`src/rtl/id_hazard_control_pkg.sv`:
```
// Shared definitions for the ID-stage hazard/sequencing controller:
// FSM state encoding, opcodes the controller decodes, and statistics width.
package hazard_pkg;

  typedef enum logic [1:0] {
    RUN    = 2'd0,
    DRAIN  = 2'd1,
    HALTED = 2'd2
  } hz_state_t;

  localparam logic [5:0] OPC_HALT = 6'b111111;
  localparam logic [5:0] OPC_LW   = 6'b100011;

  localparam int CNT_W = 16;

endpackage

```
`src/rtl/id_hazard_control_if.sv`:
```
// Signal bundle between the pipeline datapath (master) and the hazard
// controller (slave): ID/EX observations in, enables/flush/status out.
interface id_hazard_control_if #(
  parameter int W = 5
);

  logic [31:0]                 id_instruction;
  logic                        idex_mem_read;
  logic [W-1:0]                idex_rt;
  logic                        mem_branch_taken;
  logic                        pc_write;
  logic                        ifid_write;
  logic                        idex_bubble;
  logic                        flush;
  logic                        halted;
  logic [hazard_pkg::CNT_W-1:0] stall_count;
  logic [hazard_pkg::CNT_W-1:0] flush_count;

  modport master (
    output id_instruction, idex_mem_read, idex_rt, mem_branch_taken,
    input  pc_write, ifid_write, idex_bubble, flush, halted,
           stall_count, flush_count
  );

  modport slave (
    input  id_instruction, idex_mem_read, idex_rt, mem_branch_taken,
    output pc_write, ifid_write, idex_bubble, flush, halted,
           stall_count, flush_count
  );

endinterface

```
`src/rtl/id_hazard_control_sat_counter.sv`:
```
// 16-bit saturating up-counter used for the optional stall/flush statistics.
module sat_counter
  import hazard_pkg::*;
(
  input  logic             clk,
  input  logic             reset,
  input  logic             inc,
  output logic [CNT_W-1:0] count
);

  // Count enabled events, sticking at all-ones instead of wrapping.
  always_ff @(posedge clk or negedge reset) begin
    if (!reset) begin
      count <= '0;
    end else if (inc && (count != {CNT_W{1'b1}})) begin
      count <= count + 1'b1;
    end
  end

endmodule

```
`src/rtl/id_hazard_control.sv`:
```
// Hazard and sequencing controller beside the ID stage of the 5-stage MIPS
// core: load-use stalls, taken-branch flushes and HALT drain/park.
// Optional statistics counters are built when ID_HAZARD_STALL_STATS_EN is
// defined; otherwise stall_count/flush_count are tied to zero.
module id_hazard_control
  import hazard_pkg::*;
#(
  parameter int DRAIN_CYCLES = 3,
  parameter int W            = 5
) (
  input logic               clk,
  input logic               reset,
  id_hazard_control_if.slave bus
);

  localparam logic [2:0] DRAIN_LAST = 3'(DRAIN_CYCLES - 1);

  hz_state_t  state;
  hz_state_t  state_next;
  logic [2:0] drain_cnt;
  logic [2:0] drain_cnt_next;

  logic [5:0]   opcode;
  logic [W-1:0] rs;
  logic [W-1:0] rt;
  logic         load_use;
  logic         pc_write;
  logic         ifid_write;
  logic         idex_bubble;
  logic         flush;
  logic         stall_cycle;
  logic         unused_instr_bits;

  assign opcode            = bus.id_instruction[31:26];
  assign rs                = W'(bus.id_instruction[25:21]);
  assign rt                = W'(bus.id_instruction[20:16]);
  assign unused_instr_bits = ^bus.id_instruction[15:0];

  // rt is compared regardless of opcode; a false stall is cheaper than a miss.
  assign load_use = bus.idex_mem_read && (bus.idex_rt != '0) &&
                    ((bus.idex_rt == rs) || (bus.idex_rt == rt));

  // State and drain counter register; reset parks the FSM back in RUN.
  always_ff @(posedge clk or negedge reset) begin
    if (!reset) begin
      state     <= RUN;
      drain_cnt <= '0;
    end else begin
      state     <= state_next;
      drain_cnt <= drain_cnt_next;
    end
  end

  // Next-state and zero-latency pipeline controls from state and ID inputs.
  always_comb begin
    state_next     = state;
    drain_cnt_next = drain_cnt;
    pc_write       = 1'b1;
    ifid_write     = 1'b1;
    idex_bubble    = 1'b0;
    flush          = 1'b0;
    stall_cycle    = 1'b0;
    unique case (state)
      RUN: begin
        if (bus.mem_branch_taken) begin
          flush = 1'b1;
        end else if (load_use) begin
          pc_write    = 1'b0;
          ifid_write  = 1'b0;
          idex_bubble = 1'b1;
          stall_cycle = 1'b1;
        end else if (opcode == OPC_HALT) begin
          pc_write       = 1'b0;
          ifid_write     = 1'b0;
          idex_bubble    = 1'b1;
          state_next     = DRAIN;
          drain_cnt_next = '0;
        end
      end
      DRAIN: begin
        pc_write    = 1'b0;
        ifid_write  = 1'b0;
        idex_bubble = 1'b1;
        if (bus.mem_branch_taken) begin
          flush          = 1'b1;
          pc_write       = 1'b1;
          state_next     = RUN;
          drain_cnt_next = '0;
        end else if (drain_cnt == DRAIN_LAST) begin
          state_next = HALTED;
        end else begin
          drain_cnt_next = drain_cnt + 3'd1;
        end
      end
      HALTED: begin
        pc_write    = 1'b0;
        ifid_write  = 1'b0;
        idex_bubble = 1'b1;
      end
      default: begin
        state_next     = RUN;
        drain_cnt_next = '0;
      end
    endcase
  end

  assign bus.pc_write    = pc_write;
  assign bus.ifid_write  = ifid_write;
  assign bus.idex_bubble = idex_bubble;
  assign bus.flush       = flush;
  assign bus.halted      = (state == HALTED);

`ifdef ID_HAZARD_STALL_STATS_EN
  sat_counter u_stall_count (
    .clk   (clk),
    .reset (reset),
    .inc   (stall_cycle),
    .count (bus.stall_count)
  );

  sat_counter u_flush_count (
    .clk   (clk),
    .reset (reset),
    .inc   (flush),
    .count (bus.flush_count)
  );
`else
  logic unused_stall_cycle;
  assign unused_stall_cycle = stall_cycle;
  assign bus.stall_count    = '0;
  assign bus.flush_count    = '0;
`endif

endmodule

```
`src/flat_wrapper.sv`:
```
// flat-port wrapper written by rule: the top's interface ports become plain ports
module id_hazard_control_flat import hazard_pkg::*;
#(
  parameter int DRAIN_CYCLES = 3,
  parameter int W            = 5
)
  (clk, reset, bus_id_instruction, bus_idex_mem_read, bus_idex_rt, bus_mem_branch_taken, bus_pc_write, bus_ifid_write, bus_idex_bubble, bus_flush, bus_halted, bus_stall_count, bus_flush_count);
  id_hazard_control_if #(.W(W)) bus_i ();
  input logic clk;
  input logic reset;
  input wire logic [$bits(bus_i.id_instruction)-1:0] bus_id_instruction;
  input wire logic [$bits(bus_i.idex_mem_read)-1:0] bus_idex_mem_read;
  input wire logic [$bits(bus_i.idex_rt)-1:0] bus_idex_rt;
  input wire logic [$bits(bus_i.mem_branch_taken)-1:0] bus_mem_branch_taken;
  output wire logic [$bits(bus_i.pc_write)-1:0] bus_pc_write;
  output wire logic [$bits(bus_i.ifid_write)-1:0] bus_ifid_write;
  output wire logic [$bits(bus_i.idex_bubble)-1:0] bus_idex_bubble;
  output wire logic [$bits(bus_i.flush)-1:0] bus_flush;
  output wire logic [$bits(bus_i.halted)-1:0] bus_halted;
  output wire logic [$bits(bus_i.stall_count)-1:0] bus_stall_count;
  output wire logic [$bits(bus_i.flush_count)-1:0] bus_flush_count;
  assign bus_i.id_instruction = bus_id_instruction;
  assign bus_i.idex_mem_read = bus_idex_mem_read;
  assign bus_i.idex_rt = bus_idex_rt;
  assign bus_i.mem_branch_taken = bus_mem_branch_taken;
  assign bus_pc_write = bus_i.pc_write;
  assign bus_ifid_write = bus_i.ifid_write;
  assign bus_idex_bubble = bus_i.idex_bubble;
  assign bus_flush = bus_i.flush;
  assign bus_halted = bus_i.halted;
  assign bus_stall_count = bus_i.stall_count;
  assign bus_flush_count = bus_i.flush_count;
  id_hazard_control #(.DRAIN_CYCLES(DRAIN_CYCLES), .W(W)) u_core (.clk(clk), .reset(reset), .bus(bus_i));
endmodule
```
`config.mk`:
```
export PLATFORM = sky130hd
export DESIGN_NAME = id_hazard_control_flat
export DESIGN_NICKNAME = d
export VERILOG_FILES = /design/src/rtl/id_hazard_control_pkg.sv /design/src/rtl/id_hazard_control_if.sv /design/src/rtl/id_hazard_control_sat_counter.sv /design/src/rtl/id_hazard_control.sv /design/src/flat_wrapper.sv
export SDC_FILE = /design/constraint.sdc
export NUM_CORES = 1
export LEC_CHECK = 0
export BUFFER_PORTS_ARGS = -buffer_cell sky130_fd_sc_hd__buf_2
export CORE_MARGIN = 4
export CORE_UTILIZATION = 39
export DETAILED_ROUTE_END_ITERATION = 10
export PLACE_DENSITY_LB_ADDON = 0.08
export SYNTH_ARGS = -nofsm -noshare
export SYNTH_HDL_FRONTEND = slang
export SYNTH_HIERARCHICAL = 1
export SYNTH_SLANG_ARGS = --single-unit
```
`constraint.sdc`:
```
create_clock -name clk -period 3.1 [get_ports clk]
set_input_delay 0.155 -clock clk [delete_from_list [all_inputs] [get_ports clk]]
set_output_delay 0.155 -clock clk [all_outputs]
set_load 0.03 [all_outputs]
```
==> summary.md <==
| Metric | Value |
|---|---|
| Setup ws final | `1.35 ns` |
| Power Dens Cells | `398 nW/um^2` |
| Crit path top cell by count | `buf_2` |
| Bufs and invs on worst path | `2` |
| Hold WC Path Type | `input pin to async pin` |
| CTS max path bufs | `2` |
| RSZ-0062 raised after global routing | `no` |
| GRT Total Usage | `9.94%` |
| Gr busiest metal | `met2` |
| Slowest stage cell, crit path | `a221o_1` |
| Final WL | `1.57 mm` |
| Place WS | `1.33 ns` |
| Most frequent cell after synthesis | `buf_4` |
| Die area | `2910 um^2` |
| Skew final | `0.00251 ns` |
| Antenna violations before repair | `0` |
| # rows | `16` |
| Max stage delay on crit path | `0.30 ns` |
| CP Max Fanout | `4` |
| Yosys cell types | `27` |
| GRT Residual Overflow | `0` |
| Syn_area_per_cell | `8.14 um^2` |
| Vias/cell | `4.01` |
| Ant diodes | `0` |
| Fmax | `573 MHz` |
| Worst-path clk slew | `0.04 ns` |
| LEAKAGE | `0.490 nW` |
| Synth Warn # | `6` |
| Boundary Pins | `78` |
| Htree depth | `1` |
| Met2 GRT Util | `18.5%` |
| Placed cell area | `877 um^2` |
| Setup Buffers After CTS | `0` |
| CORE AREA | `1980 um^2` |
| Sequential fraction of the synthesis area | `15.2%` |
| Final hold slack | `0.262 ns` |
| Asr flop ratio synth | `100%` |
| PortBufs | `29` |
| CP Cell Sequence | `buf_2 > xor2_1 > nor3_1 > a22oi_2 > nor2_2 > o21ai_1 > a221o_1 > buf_2` |
| Internal Power | `0.000183 W` |
| CTS tree | `done` |
| Final Hold Fails | `0` |
| Initial DRC Count | `1` |
| CTS buffer count | `3` |
| Setup Crit Path Kind | `input pin to output port` |
| Share of cells above drive strength 1 | `31.3%` |
| Clock latency on the worst-skew pair | `0.23 ns` |
| Layout overhead on the synthesized area | `11.1%` |
| Global-route wire length before repair | `2.15 mm` |
| Synth Register Bits | `5` |
| Comb power frac | `58.1%` |
| Fin crit share | `56.3%` |
| Critical path's top delay family | `compound AO/OA/AOI/OAI gates` |
| CTS Sinks | `5` |
| PostCTS Resize Cnt | `0` |
| CTS root buffer | `clkbuf_4` |
| Post-synth top cells | `32 x buf_4, 10 x xor2_1, 7 x o21ai_1` |
| Half-perimeter wire length after placement | `1.40 mm` |
| Die Height | `53.9 um` |
| Startpoint Class | `input pin` |
| Die width | `53.9 um` |
| Routed Antenna Nets | `0` |
| Sequential power share | `22.3%` |
| Max Cap Viol | `0` |
| Starting Density | `41.5%` |
| Post-synthesis cell area | `822 um^2` |
| Crit. End Element | `output port` |
| Synth area leaders | `buf_4 29%, dfrtp_1 15%, xor2_1 11%, ha_1 9.1%, o21ai_1 4.3%` |
| Avg WL per Cell | `9.73 um` |
| Nets | `182` |
| Sum Neg Setup Slack | `0 ns` |
| Minimum clock period | `1.75 ns` |
| Switching Share | `49.6%` |
| Max rail drop VDD | `215 uV` |
| Post-Synthesis Cells | `101` |
| DRC | `0` |
| Required time of the critical path | `2.94 ns` |
| Status | `finished, final reports clean` |
| Clock network power share | `19.6%` |
| Design Area, Final | `913 um^2` |
| GP Congestion | `0.722` |
| Via count | `645` |
| Largest net degree at the start of global routing | `8` |
| Slew Viols, Final | `0` |
| EDFF count, synth | `0` |
| Vias in the first global route | `543` |
| Post-synth top area cell | `buf_4` |
| Endpoints failing setup | `0` |
| Grt met1 use | `11.2%` |
| Drt pass-1 iters | `2` |
| Worst EP arrival | `1.59 ns` |
| Sw Pwr | `0.000180 W` |
| Met3 usage | `0.554%` |
| Ys flop type | `dfrtp_1` |
| Post-synth top area share | `29.2%` |
-- through the flow --
stage	util [%]	power (W)	std cells
4_1_cts	46.1	0.000368	161
3_5_place_dp	44.3	0.000292	156
6_report	46.1	0.000364	161
3_3_place_gp	44.3	0.000290	156
2_1_floorplan	-	0.000274	132
5_1_grt	46.1	0.000397	161
-- worst reg2reg max path, cell delays in order, from the launching register on --
cell	delay (ns)
dfrtp_1	0.39
inv_1	0.11
ha_1	0.33
o211ai_2	0.15
o21ai_1	0.30
o21a_1	0.20
a21oi_2	0.04
-- power by group through the flow --
stage	clock network [W]	registers (W)	logic (W)
detailed placement	0	0.0000822	0.000210
global route	0.0000821	0.0000825	0.000232
CTS	0.0000753	0.0000812	0.000212
floorplan	0	0.0000804	0.000193
global placement	0	0.0000819	0.000209
finish	0.0000714	0.0000811	0.000211
-- area by class of cell --
class,count,area [um^2]
inverter,5,18.8
timing repair buffer,30,155
sequential,5,125
clock buffer,4,26.3
tap,27,33.8
fill,204,1070
multi-input combinational,90,554
-- state kept, by name, summed over array words and instances (netlist names) --
register          count
u_core/state          2
u_core/drain_cnt      3
-- repair_timing --
action | CTS | global route
hold endpoints to repair | 5 | 0
setup endpoints to repair | 0 | 0
hold buffers | 1 | 0
-- placed cells by master (no fill, tap or decap), drive strengths merged --
cell type / instances
or4: 2
o21ai: 8
nand2: 6
nor4: 1
or2b: 1
nor2: 7
o21a: 2
a21o: 1
clkbuf: 4
dlygate4sd3: 1
nand3: 1
and3: 1
a221o: 1
dfrtp: 5
ha: 6
a21oi: 3
buf: 29
a22oi: 1
o32a: 1
nor3: 4
xor2: 10
o211ai: 2
inv: 5
conb: 32
-- layer usage --
metal	routed length, um	vias to the layer above
li1	-	339
met1	579	276
met2	809	30
met3	178	0
met4	0	0
met5	0	-
-- final timing paths --
| kind | slack, ns | start | end | cells past startpoint |
|---|---|---|---|---|
| setup / recovery | 1.35 | bus_idex_rt[0] | bus_pc_write | 8 |
| hold / removal | 0.26 | reset | u_core/drain_cnt[1] | 2 |
| setup reg to reg | 1.47 | u_core/state[1] | u_core/state[1] | 6 |
| hold reg to reg | 0.51 | u_core/drain_cnt[0] | u_core/drain_cnt[0] | 1 |
| max in group asynchronous | 2.71 | reset | u_core/state[0] | 2 |
| min in group clk | 0.37 | bus_idex_mem_read | u_core/state[1] | 4 |
-- logic make-up after synthesis --
kind of cell / after synthesis / share of synthesized area, %
other: 1 / 0.456
XOR/XNOR: 10 / 10.7
flip-flops: 5 / 15.2
buffers and inverters: 37 / 31.5
AO/OA/AOI/OAI: 19 / 17.2
adder cells (fa/ha/maj): 6 / 9.13
AND/OR/NAND/NOR: 23 / 15.8
No activity file was read; power rests on OpenSTA's default activity.
